$ cat src/rtl/vga_text_pkg.sv
// Shared constants and types for the text-mode VGA path: screen geometry,
// RAM widths and the VRAM arbiter state encoding.
package vga_text_pkg;
   localparam int COLS   = 80;
   localparam int ROWS   = 30;
   localparam int CHAR_W = 8;
   localparam int CHAR_H = 16;
   localparam int ADDR_W = 12;
   localparam int DATA_W = 8;
   localparam int CELLS  = COLS * ROWS;

   typedef enum logic [1:0] {
      IDLE  = 2'd0,
      VREAD = 2'd1,
      WRITE = 2'd2,
      VCAP  = 2'd3
   } vram_state_t;
endpackage

$ cat src/rtl/vram_arbiter_if.sv
// Write-client handshake bus into the VRAM arbiter: two req/ack clients
// (bit 0 RTC, bit 1 menu) plus the sticky dropped-write flag.
interface vram_arbiter_if
#(
   parameter int ADDR_W = vga_text_pkg::ADDR_W,
   parameter int DATA_W = vga_text_pkg::DATA_W
);
   logic [1:0]        wr_req;
   logic [ADDR_W-1:0] wr_addr0;
   logic [ADDR_W-1:0] wr_addr1;
   logic [DATA_W-1:0] wr_data0;
   logic [DATA_W-1:0] wr_data1;
   logic [1:0]        wr_ack;
   logic              wr_err;

   modport master (
      output wr_req, wr_addr0, wr_addr1, wr_data0, wr_data1,
      input  wr_ack, wr_err
   );

   modport slave (
      input  wr_req, wr_addr0, wr_addr1, wr_data0, wr_data1,
      output wr_ack, wr_err
   );
endinterface

$ cat src/rtl/vram_addr_gen.sv
// Pixel coordinate to text-cell address: (y / CHAR_H) * COLS + (x / CHAR_W).
// Purely combinational; also used by the cursor/menu logic.
module vram_addr_gen
   import vga_text_pkg::*;
#(
   parameter int COLS   = vga_text_pkg::COLS,
   parameter int ADDR_W = vga_text_pkg::ADDR_W
) (
   input  logic [9:0]        pixel_x,
   input  logic [9:0]        pixel_y,
   output logic [ADDR_W-1:0] cell_addr
);
   logic [ADDR_W-1:0] row;
   logic [ADDR_W-1:0] col;

   assign row = ADDR_W'(pixel_y >> $clog2(CHAR_H));
   assign col = ADDR_W'(pixel_x >> $clog2(CHAR_W));

   generate
      if (COLS == 80) begin : g_shift_add
         // 80 = 64 + 16, keeps the path to two adders
         assign cell_addr = (row << 6) + (row << 4) + col;
      end else begin : g_mul
         assign cell_addr = ADDR_W'(row * COLS) + col;
      end
   endgenerate
endmodule

$ cat src/rtl/vram_arbiter.sv
// Single-port text VRAM arbiter: absolute video read slot on pixel_tick,
// remaining cycles shared round-robin between two write clients.
//
// state | meaning
// ------+---------------------------------------------
// IDLE  | memory idle
// VREAD | video read in flight on the RAM port
// WRITE | client write on the RAM port
// VCAP  | capture mem_rdata into vid_char (port free for a write)
module vram_arbiter
   import vga_text_pkg::*;
#(
   parameter int COLS   = vga_text_pkg::COLS,
   parameter int ROWS   = vga_text_pkg::ROWS,
   parameter int ADDR_W = vga_text_pkg::ADDR_W,
   parameter int DATA_W = vga_text_pkg::DATA_W
) (
   input  logic              clk,
   input  logic              reset,
   input  logic              pixel_tick,
   input  logic              video_on,
   input  logic [9:0]        pixel_x,
   input  logic [9:0]        pixel_y,
   vram_arbiter_if.slave     wr_if,
   output logic              mem_en,
   output logic              mem_we,
   output logic [ADDR_W-1:0] mem_addr,
   output logic [DATA_W-1:0] mem_wdata,
   input  logic [DATA_W-1:0] mem_rdata,
   output logic [DATA_W-1:0] vid_char,
   output logic              vid_valid
);
   localparam logic [ADDR_W-1:0] CELLS_A = ADDR_W'(COLS * ROWS);

   vram_state_t       state_q, state_d;
   logic              mem_en_q, mem_en_d;
   logic              mem_we_q, mem_we_d;
   logic [ADDR_W-1:0] mem_addr_q, mem_addr_d;
   logic [DATA_W-1:0] mem_wdata_q, mem_wdata_d;
   logic [1:0]        wr_ack_q, wr_ack_d;
   logic              wr_err_q, wr_err_d;
   logic [DATA_W-1:0] vid_char_q, vid_char_d;
   logic              vid_valid_q, vid_valid_d;
   logic              rr_q, rr_d;

   logic              vid_slot;
   logic [1:0]        gnt;
   logic [ADDR_W-1:0] vid_addr;
   logic [ADDR_W-1:0] sel_addr;
   logic [DATA_W-1:0] sel_data;

   vram_addr_gen #(.COLS(COLS), .ADDR_W(ADDR_W)) u_addr_gen (
      .pixel_x   (pixel_x),
      .pixel_y   (pixel_y),
      .cell_addr (vid_addr)
   );

   assign vid_slot = pixel_tick & video_on;

   // rr_q = 1 means client 1 wins a tie
   always_comb begin
      gnt = 2'b00;
      if (!vid_slot) begin
         case (wr_if.wr_req)
            2'b01:   gnt = 2'b01;
            2'b10:   gnt = 2'b10;
            2'b11:   gnt = rr_q ? 2'b10 : 2'b01;
            default: gnt = 2'b00;
         endcase
      end
   end

   assign sel_addr = gnt[1] ? wr_if.wr_addr1 : wr_if.wr_addr0;
   assign sel_data = gnt[1] ? wr_if.wr_data1 : wr_if.wr_data0;

   always_comb begin
      state_d     = IDLE;
      mem_en_d    = 1'b0;
      mem_we_d    = 1'b0;
      mem_addr_d  = mem_addr_q;
      mem_wdata_d = mem_wdata_q;
      wr_ack_d    = 2'b00;
      wr_err_d    = wr_err_q;
      rr_d        = rr_q;
      vid_char_d  = vid_char_q;
      vid_valid_d = 1'b0;

      if (vid_slot) begin
         state_d = VREAD;
      end else if (state_q == VREAD) begin
         state_d = VCAP;
      end else if (|gnt) begin
         state_d = WRITE;
      end

      if (vid_slot) begin
         mem_en_d   = 1'b1;
         mem_addr_d = vid_addr;
      end else if (|gnt) begin
         wr_ack_d = gnt;
         rr_d     = gnt[0];
         // out-of-range writes are acked so the client moves on, but never reach the RAM
         if (sel_addr < CELLS_A) begin
            mem_en_d    = 1'b1;
            mem_we_d    = 1'b1;
            mem_addr_d  = sel_addr;
            mem_wdata_d = sel_data;
         end else begin
            wr_err_d = 1'b1;
         end
      end

      if (state_q == VCAP) begin
         vid_char_d  = mem_rdata;
         vid_valid_d = 1'b1;
      end
   end

   always_ff @(posedge clk or posedge reset) begin
      if (reset) begin
         state_q     <= IDLE;
         mem_en_q    <= 1'b0;
         mem_we_q    <= 1'b0;
         mem_addr_q  <= '0;
         mem_wdata_q <= '0;
         wr_ack_q    <= 2'b00;
         wr_err_q    <= 1'b0;
         rr_q        <= 1'b0;
         vid_char_q  <= '0;
         vid_valid_q <= 1'b0;
      end else begin
         state_q     <= state_d;
         mem_en_q    <= mem_en_d;
         mem_we_q    <= mem_we_d;
         mem_addr_q  <= mem_addr_d;
         mem_wdata_q <= mem_wdata_d;
         wr_ack_q    <= wr_ack_d;
         wr_err_q    <= wr_err_d;
         rr_q        <= rr_d;
         vid_char_q  <= vid_char_d;
         vid_valid_q <= vid_valid_d;
      end
   end

   assign mem_en       = mem_en_q;
   assign mem_we       = mem_we_q;
   assign mem_addr     = mem_addr_q;
   assign mem_wdata    = mem_wdata_q;
   assign wr_if.wr_ack = wr_ack_q;
   assign wr_if.wr_err = wr_err_q;
   assign vid_char     = vid_char_q;
   assign vid_valid    = vid_valid_q;
endmodule

$ cat src/flat_wrapper.sv
// flat-port wrapper written by rule: the top's interface ports become plain ports
module vram_arbiter_flat import vga_text_pkg::*;
#(
   parameter int COLS   = vga_text_pkg::COLS,
   parameter int ROWS   = vga_text_pkg::ROWS,
   parameter int ADDR_W = vga_text_pkg::ADDR_W,
   parameter int DATA_W = vga_text_pkg::DATA_W
)
  (clk, reset, pixel_tick, video_on, pixel_x, pixel_y, mem_en, mem_we, mem_addr, mem_wdata, mem_rdata, vid_char, vid_valid, wr_if_wr_req, wr_if_wr_addr0, wr_if_wr_addr1, wr_if_wr_data0, wr_if_wr_data1, wr_if_wr_ack, wr_if_wr_err);
  vram_arbiter_if #(.ADDR_W(ADDR_W), .DATA_W(DATA_W)) wr_if_i ();
  input  logic clk;
  input  logic reset;
  input  logic pixel_tick;
  input  logic video_on;
  input  logic [9:0] pixel_x;
  input  logic [9:0] pixel_y;
  output logic mem_en;
  output logic mem_we;
  output logic [ADDR_W-1:0] mem_addr;
  output logic [DATA_W-1:0] mem_wdata;
  input  logic [DATA_W-1:0] mem_rdata;
  output logic [DATA_W-1:0] vid_char;
  output logic vid_valid;
  input wire logic [$bits(wr_if_i.wr_req)-1:0] wr_if_wr_req;
  input wire logic [$bits(wr_if_i.wr_addr0)-1:0] wr_if_wr_addr0;
  input wire logic [$bits(wr_if_i.wr_addr1)-1:0] wr_if_wr_addr1;
  input wire logic [$bits(wr_if_i.wr_data0)-1:0] wr_if_wr_data0;
  input wire logic [$bits(wr_if_i.wr_data1)-1:0] wr_if_wr_data1;
  output wire logic [$bits(wr_if_i.wr_ack)-1:0] wr_if_wr_ack;
  output wire logic [$bits(wr_if_i.wr_err)-1:0] wr_if_wr_err;
  assign wr_if_i.wr_req = wr_if_wr_req;
  assign wr_if_i.wr_addr0 = wr_if_wr_addr0;
  assign wr_if_i.wr_addr1 = wr_if_wr_addr1;
  assign wr_if_i.wr_data0 = wr_if_wr_data0;
  assign wr_if_i.wr_data1 = wr_if_wr_data1;
  assign wr_if_wr_ack = wr_if_i.wr_ack;
  assign wr_if_wr_err = wr_if_i.wr_err;
  vram_arbiter #(.COLS(COLS), .ROWS(ROWS), .ADDR_W(ADDR_W), .DATA_W(DATA_W)) u_core (.clk(clk), .reset(reset), .pixel_tick(pixel_tick), .video_on(video_on), .pixel_x(pixel_x), .pixel_y(pixel_y), .wr_if(wr_if_i), .mem_en(mem_en), .mem_we(mem_we), .mem_addr(mem_addr), .mem_wdata(mem_wdata), .mem_rdata(mem_rdata), .vid_char(vid_char), .vid_valid(vid_valid));
endmodule
$ cat config.mk
export PLATFORM = sky130hd
export DESIGN_NAME = vram_arbiter_flat
export DESIGN_NICKNAME = d
export VERILOG_FILES = /design/src/rtl/vga_text_pkg.sv /design/src/rtl/vram_arbiter_if.sv /design/src/rtl/vram_addr_gen.sv /design/src/rtl/vram_arbiter.sv /design/src/flat_wrapper.sv
export SDC_FILE = /design/constraint.sdc
export NUM_CORES = 1
export LEC_CHECK = 0
export ABC_CLOCK_PERIOD_IN_PS = 1700
export CORE_MARGIN = 10
export CORE_UTILIZATION = 36
export DETAILED_ROUTE_END_ITERATION = 8
export GPL_ROUTABILITY_DRIVEN = 0
export PLACE_DENSITY = 0.74
export SYNTH_ARGS = -nofsm -noshare
export SYNTH_HDL_FRONTEND = slang
export SYNTH_SLANG_ARGS = --single-unit
$ cat constraint.sdc
create_clock -name clk -period 1.7 [get_ports clk]
set_input_delay 0.255 -clock clk [delete_from_list [all_inputs] [get_ports clk]]
set_output_delay 0.255 -clock clk [all_outputs]
set_load 0.01 [all_outputs]
[Yosys cells after proc, flatten, opt, wreduce, memory -nomap -nowiden]
Cells that the tools add are included.
Storage, ports and cells
  memories kept: 0
  memory bits (writable): 0
  input port bits: 74
  output and inout bits: 34
  ROM bits: 0
  latch bits: 0
  register bits after elaboration: 37
Operators by class
  shifts and indexed selects: 0
  eq/ne operators: 5
  bitwise logic cells: 3
  reduce and logical (&&, ||, !) cells: 7
  add/sub/neg operators: 2
  magnitude comparators: 1
  multiplexer cells: 18
  multiply operators: 0
  div/mod/pow operators: 0
Operator list (number)
  two-way mux 12 bit: 4
  two-way mux 2 bit: 7
  adder 12 x 10 -> 12 bit: 1
  adder 12 x 7 -> 12 bit: 1
  < comparator 12 bit, second input constant: 1
  two-way mux 8 bit: 1
  equality test 2 bit, second input constant: 3
  case mux 2 bit (3 select lines): 1
  AND reduction 3 bit: 2
  two-way mux 1 bit: 5
  equality test 2 x 1 -> 1 bit, second input constant: 2
  AND reduction 2 bit: 2
  nonzero test 2 bit: 2
  NOT 1 bit: 2
  OR reduction 2 bit: 1
  bitwise AND 1 bit: 1

[Depth between registers and ports, before layout]
Gate-level depths: netlist of run 1.
  depth in word-level cells: 8
  gate-level depth with buffers: 9
  depth with buffers taken out: 9

[Hierarchy]
A second synthesis of run 1 with hierarchy kept.
Unflattened totals
  cells, all modules: 208
  area total of the unflattened synthesis: 2149.6 sq um
By module, submodules not included
  vram_arbiter: seq. area each 925.9 sq um, times used 1, cells each 158, area an instance 1739.2 sq um
  vram_addr_gen: seq. area each 0.0 sq um, times used 1, cells each 50, area an instance 410.4 sq um

[Least setup slack after synthesis of run 1]
OpenSTA, ideal clock, no wires.
  path type: input to register
  from: in pixel_x[9]
  to: reg u_core.mem_addr_q[11] (netlist: u_core.mem_addr[11])
  setup time: 126 ps
  setup slack: -643 ps
  path buffers: 0
  cell stages on the path: 9
  data arrival time: 2216 ps
  cells stage by stage: inv_1 fa_1 inv_1 fa_1 a21o_1 a21oi_1 or3_1 nand3_1 a311o_1
On the way
  word-level cells in the longest chain between the ends: 2
RTL lines
  start: declaration: RTL line flat_wrapper.sv:15  | input logic [9:0] pixel_x;
  adder 12 x 7 -> 12 bit: RTL line vram_addr_gen.sv:22  | assign cell_addr = (row << 6) + (row << 4) + col;
  two-way mux 12 bit: RTL line vram_arbiter.sv:96  | if (vid_slot) begin
  end signal: assignment: RTL line vram_arbiter.sv:135  | mem_addr_q <= mem_addr_d;
  end: declaration: RTL line vram_arbiter.sv:38  | logic [ADDR_W-1:0] mem_addr_q, mem_addr_d;
Every way passes these cells.
A chain may end at the register's enable or synchronous reset.

[Final worst setup path of run 1]
  from: in pixel_y[4]
  to: reg u_core.mem_addr_q[10] (netlist: u_core.mem_addr[10])
On the way
  word-level cells in the longest chain between the ends: 3
RTL lines
  start: declaration: RTL line flat_wrapper.sv:16  | input logic [9:0] pixel_y;
  adder 12 x 10 -> 12 bit: RTL line vram_addr_gen.sv:22
  adder 12 x 7 -> 12 bit: RTL line vram_addr_gen.sv:22
  two-way mux 12 bit: RTL line vram_arbiter.sv:96
Every way passes these cells.

==> results of run 1 <==
[worst max-delay path by stage]
stage,startpoint,end,slack (ps),cells past startpoint
2_1_floorplan,pixel_y[6],u_core.mem_addr[11],-360,9
3_3_place_gp,pixel_y[6],u_core.mem_addr[11],-990,10
3_5_place_dp,pixel_y[6],u_core.mem_addr[11],-1000,10
4_1_cts,pixel_y[6],u_core.mem_addr[11],-290,10
5_1_grt,pixel_x[9],u_core.mem_addr[10],-320,11
6_report,pixel_y[4],u_core.mem_addr[10],-240,11
[layer usage]
layer / track usage [%] / up-vias / wire length, um
met1: 16.8 / 994 / 3010
met3: 4.90 / 7 / 416
li1: - / 1020 / -
met4: 2.03 / 0 / 46
met2: 24.5 / 73 / 3580
met5: 0 / - / 0
[sequential cells by signal, indices dropped and copies added, names as in the netlist]
register / cells
u_core.mem_we: 1
u_core.vid_char: 8
u_core.mem_en: 1
u_core.vid_valid: 1
u_core.mem_wdata: 8
u_core.rr_q: 1
u_core.state_q: 2
u_core.wr_if.wr_err: 1
u_core.mem_addr: 12
u_core.wr_if.wr_ack: 2
[area by class of cell]
cell class | instances | area (sq um) | area share, %
Clock buffer | 7 | 86.3 | 2.22
Clock inverter | 1 | 30.0 | 0.772
Inverter | 18 | 81.3 | 2.09
Timing Repair Buffer | 143 | 1360 | 34.9
Sequential cell | 37 | 926 | 23.8
Tap cell | 72 | 90.1 | 2.32
Multi-Input combinational cell | 141 | 1320 | 34.0
[metrics by stage]
stage / instances / TNS [ps]
floorplan: 207 / -917
CTS: 416 / -769
global route: 419 / -1360
detailed placement: 404 / -12380
global placement: 404 / -11660
finish: 419 / -755
[cells in the final DEF, fill, tap and decap left out, drive strengths merged, types with 5 or more instances in the layout]
cell type	count
o21ai	19
or4	6
dlygate4sd2	8
buf	46
clkdlybuf4s50	84
clkbuf	7
o211ai	6
ha	11
mux2	8
o221ai	5
nand2	22
inv	17
a21o	6
nor3	6
dfrtp	37
mux2i	19
[cell usage after synthesis, drive strengths merged]
cell type / n
a211o: 1
a211oi: 2
a21o: 6
a21oi: 2
a311o: 2
a311oi: 1
a31oi: 1
and2: 1
and3: 1
buf: 5
clkbuf: 6
dfrtp: 37
fa: 2
ha: 11
inv: 18
mux2: 8
mux2i: 19
nand2: 22
nand2b: 3
nand3: 3
nand3b: 1
nand4: 1
nor2: 2
nor2b: 1
nor3: 6
nor3b: 2
o2111ai: 1
o211ai: 6
o21ai: 19
o221ai: 5
o2bb2ai: 1
or2: 1
or3: 1
or4: 6
xnor2: 2
xor2: 1
[cell families after synthesis]
family	after synthesis
and+or+nand+nor	51
AOI/OAI and AO/OA	47
DFF	37
buffers and inverters	29
muxes	27
adders and majority gates	13
xor gates and xnor gates	3
[repair_timing]
action / in CTS / in global routing
setup buffers: 4 / 4
resized for setup: 52 / 26
pin swaps: 25 / 25
endpoints found under the setup margin: 21 / 15
[worst reg2reg max path, stage by stage, from the launching register on]
cell and delay [ps]:
dfrtp_1 400, nand2b_4 170, buf_4 140, nand2_1 230, mux2i_1 120, or4_1 420, o211ai_1 110
[power groups by stage]
| stage | Sequential [mW] | Combinational (mW) | Clock (mW) |
|---|---|---|---|
| 6_report | 1.14 | 1.37 | 0.794 |
| 5_1_grt | 1.16 | 1.48 | 0.860 |
| 4_1_cts | 1.14 | 1.31 | 0.810 |
| 3_5_place_dp | 1.15 | 1.21 | 0 |
| 3_3_place_gp | 1.15 | 1.18 | 0 |
| 2_1_floorplan | 1.23 | 0.419 | 0 |
==> results.py, run 1 <==
metrics = {
    "synth": {
        "synth_top_area_share_pct": 43.6,
        "syn_inst": 207,
        "synth-xor-area-share_pct": 1.24,
        "synth-compound-area-share_pct": 15.4,
        "synthAdderAreaFrac_pct": 8.37,
        "synth_area_sq_um": 2120,
        "ys_warn_count": 0,
        "synth_area_leaders": "dfrtp_1 44%, mux2i_1 9.0%, ha_1 6.5%",
        "synth_fp_nets": 294,
        "synth_top_cell_by_area": "dfrtp_1",
        "yosys_register_bits": 37,
        "syn_avg_cell_area_sq_um": 10.3,
        "synth_cell_types": 39,
        "seq_area_frac_synth_pct": 43.6,
        "synth_top_family_by_area": "compound AO/OA/AOI/OAI gates",
        "synthSimpleGateAreaFrac_pct": 12.2,
        "synthMuxAreaShare_pct": 13.2,
    },
    "global_routing": {
        "grt_pass1_wl_um": 11200,
        "antenna_found_initial": 0,
        "track_usage_pct": 14.2,
        "overflow": 0,
        "grt_pass1_vias": 2232,
        "grt_max_degree": 38,
    },
    "sta": {
        "tightest_slew_ps": 475,
        "slew_violations": 0,
        "finalWorstSetupSlack_ps": -242,
        "fin_crit_ps": 1940,
        "holdWs_ps": 382,
        "fin_crit_sh_pct": 114,
        "hold_viol": 0,
        "setup-violations-final": 5,
        "max_freq_mhz": 515,
        "skew_ps": 3.01,
        "relSlewSlack_pct": 68.3,
        "rsz0062_at_grt": "yes",
    },
    "worst_setup_path": {
        "critPathKind": "in2reg",
        "worstPathArrival_ps": 2120,
        "critPathMaxStageDelay_ps": 550,
        "path_max_fanout": 3,
        "required_ps": 1880,
        "r2r_cells": 6,
        "cp-start-kind": "input port",
        "critical-path-top-delay-family": "adder cells",
        "r2r_setup_slack_ps": 30,
        "crit_buf_inv": 4,
        "r2r-end": "u_core.mem_addr[4]",
        "crit_slowest_cell": "fa_1",
        "path_cells": "buf_8 > inv_4 > fa_1 > inv_2 > buf_6 > ha_4 > a21o_1 > a21oi_4 > or4_4 > nand3_2 > a311o_1",
        "crit_path_end_kind": "register",
        "reg2reg_from": "u_core.rr_q",
    },
    "power_and_ir_drop": {
        "ir_drop_mv": 0.571,
        "seqPwrFrac_pct": 34.4,
        "intPower_mw": 2.34,
        "power_mw": 3.30,
        "p_sw_mw": 0.959,
        "leakage_nw": 1.77,
        "power_frac_comb_pct": 41.6,
        "cellPowerDensity_nw_per_um2": 849,
        "clkPwrFrac_pct": 24.0,
        "swShare_pct": 29.0,
    },
    "clock_network": {
        "clk_latency_ps": 290,
        "cts_root_buf": "clkbuf_8",
        "clkTransAtPathRegs_ps": 80,
        "postCtsHoldBufs": 0,
        "cts_buffers": 5,
        "clk_path_buf_depth": 2,
        "htreeDepth": 2,
        "cts_tree": "yes",
        "clock-sinks": 37,
    },
    "placement": {
        "hpwl_um": 5500,
        "dpl-instance-area_sq_um": 3440,
        "dpl_worst_slack_ps": -996,
        "io_buffers": 100,
    },
    "finish": {
        "drive_gt1_share_pct": 28.2,
        "utilization_pct": 69.4,
        "finish.instance_area_sq_um": 3890,
        "fillCellCount": 442,
        "final_nets": 433,
        "diodes": 0,
        "synthToLayoutAreaGrowth_pct": 83.3,
    },
    "floorplan": {
        "die_w_um": 96.8,
        "core_area_sq_um": 5610,
        "die_y_um": 96.8,
        "dieArea_sq_um": 9370,
        "rows": 27,
        "ios": 108,
        "start_util_pct": 37.9,
    },
    "drt": {
        "vias_per_cell": 5.00,
        "drtIter0Drc": 86,
        "ant_nets": 0,
        "avgRoutedWirePerCell_um": 16.9,
        "dr.pass1.iters": 4,
        "vias": 2094,
        "drt-total-wl_um": 7060,
        "drcViolationCount": 0,
    },
    "run_status": {
        "status": "finished, violations left",
        "violations": "setup timing",
    },
    "flow_run": {
        "drv_cap": 0,
    },
    "worst_hold_path": {
        "hold_class": "in2async",
    },
}
Power figures use the tool's default switching activity.
==> inputs of run 2 (changes only) <==
- PLACE_DENSITY: 0.74 -> 0.76
==> results.py, run 2 (same netlist as run 1, synthesis figures left out) <==
metrics = {
    "run_status": {
        "status": "finished, violations left",
        "violations": "setup timing",
    },
    "finish": {
        "mostFrequentLayoutCell": "clkdlybuf4s50_1",
        "drive_gt1_share_pct": 24.0,
        "largest_register_ffs": 12,
        "seqCellArea_sq_um": 926,
        "diodes": 0,
        "fillCellCount": 463,
        "multiInputGateArea_sq_um": 1230,
        "final_nets": 427,
        "final_cell_mix": "82 x clkdlybuf4s50_1, 37 x dfrtp_1, 35 x buf_4, 21 x nand2_1, 19 x mux2i_1",
        "synthToLayoutAreaGrowth_pct": 75.3,
    },
    "floorplan": {
        "start_util_pct": 37.9,
        "die_w_um": 96.8,
        "dieArea_sq_um": 9370,
        "die_y_um": 96.8,
        "core_area_sq_um": 5610,
        "ios": 108,
        "rows": 27,
    },
    "worst_setup_path": {
        "path_max_fanout": 3,
        "worstPathArrival_ps": 2150,
        "required_ps": 1870,
        "reg2reg_from": "u_core.rr_q",
        "startpoint": "pixel_y[4]",
        "crit_path_end_kind": "register",
        "r2r_setup_slack_ps": 90,
        "critPathKind": "in2reg",
        "cp-start-kind": "input port",
        "r2r_cells": 6,
        "r2r-end": "u_core.mem_addr[2]",
    },
    "sta": {
        "finalWorstSetupSlack_ps": -278,
        "skew_ps": 7.29,
        "slew_violations": 0,
        "relSlewSlack_pct": 67.9,
        "setup-tns-final_ps": -790,
        "fin_crit_ps": 1980,
        "fin_crit_sh_pct": 116,
        "rsz0062_at_grt": "yes",
        "setup-violations-final": 4,
        "tightest_slew_ps": 481,
        "max_freq_mhz": 505,
        "hold_viol": 0,
    },
    "worst_hold_path": {
        "holdPathEnd": "u_core.mem_addr[5]",
        "min_path_cells": 3,
        "hold_class": "in2reg",
        "hold_path.startpoint": "wr_if_wr_addr0[5]",
    },
    "drt": {
        "vias_per_cell": 5.11,
        "drcViolationCount": 0,
        "avgRoutedWirePerCell_um": 17.8,
        "dr.pass1.iters": 4,
        "drt-total-wl_um": 7360,
        "vias": 2109,
        "drtIter0Drc": 80,
        "ant_nets": 0,
    },
    "clock_network": {
        "cts_buffers": 5,
        "clock-sinks": 37,
        "clk_latency_ps": 290,
        "postCtsHoldBufs": 0,
        "clk_path_buf_depth": 2,
        "cts_tree": "yes",
        "cts_root_buf": "clkbuf_8",
        "clkTransAtPathRegs_ps": 80,
        "htreeDepth": 2,
    },
    "power_and_ir_drop": {
        "cellPowerDensity_nw_per_um2": 868,
        "power_mw": 3.23,
        "leakage_nw": 1.72,
        "ir_drop_mv": 0.459,
    },
    "global_routing": {
        "antenna_found_initial": 0,
        "grt_pass1_wl_um": 11700,
        "overflow": 0,
        "track_usage_pct": 14.9,
        "grt_pass1_vias": 2247,
        "grt_max_degree": 38,
    },
    "placement": {
        "io_buffers": 100,
        "hpwl_um": 5810,
    },
    "flow_run": {
        "drv_cap": 0,
    },
}
==> run 2: power by group <==
| part | switching [mW] | internal [mW] | total [mW] |
|---|---|---|---|
| clock | 0.323 | 0.477 | 0.800 |
| sequential | 0.0911 | 1.05 | 1.14 |
| combinational | 0.529 | 0.760 | 1.29 |
| total | 0.943 | 2.29 | 3.23 |
==> run 2: final cells by class <==
| cell class | count | share of cell area, % |
|---|---|---|
| Timing Repair Buffer | 137 | 34.5 |
| Multi-Input combinational cell | 141 | 32.9 |
| Sequential cell | 37 | 24.9 |
| Tap cell | 72 | 2.42 |
| Clock buffer | 6 | 2.22 |
| Inverter | 18 | 2.08 |
| Clock inverter | 2 | 1.01 |
==> run 2: how the worst max path moves through the flow <==
stage                                endpoint  slack, ps  cells past startpoint
final                     u_core.mem_addr[10]       -280                     11
after CTS                 u_core.mem_addr[11]       -310                     10
after global routing      u_core.mem_addr[10]       -330                     11
after global placement    u_core.mem_addr[11]       -960                     10
after floorplan           u_core.mem_addr[11]       -360                      9
after detailed placement  u_core.mem_addr[10]      -1040                     10
==> run 2: stage by stage <==
step | utilization (%) | cells | instance area, sq um | hold slack (ps) | setup WS, ps
3_3_place_gp | 61.0 | 401 | 3420 | 446 | -965
4_1_cts | 65.2 | 412 | 3650 | 386 | -314
5_1_grt | 66.4 | 413 | 3720 | 349 | -330
6_report | 66.4 | 413 | 3720 | 327 | -278
3_5_place_dp | 61.0 | 401 | 3420 | 452 | -1040
2_1_floorplan | - | 207 | 2140 | 399 | -363
==> run 2: worst max-delay path: stages <==
cell and delay, ps:
buf_8 80, inv_4 30, fa_1 550, inv_2 50, buf_6 110, ha_4 200
a21o_1 190, a21oi_2 170, or4_1 140, nand3_1 80, a311o_1 280
==> run 2: metal layers <==
| metal | part of all wire (%) | up-vias | track usage (%) |
|---|---|---|---|
| met2 | 49 | 79 | 25.5 |
| li1 | - | 1004 | - |
| met1 | 41 | 1016 | 16.5 |
| met5 | 0 | - | 0 |
| met4 | 1.3 | 0 | 3.61 |
| met3 | 8.4 | 10 | 6.74 |
==> run 2: timing repair <==
action | CTS | global route
buffers inserted | 4 | 1
endpoints found under the hold margin | 0 | 0
gates resized for setup | 43 | 16
setup endpoints to repair | 21 | 15
pin swaps | 27 | 17
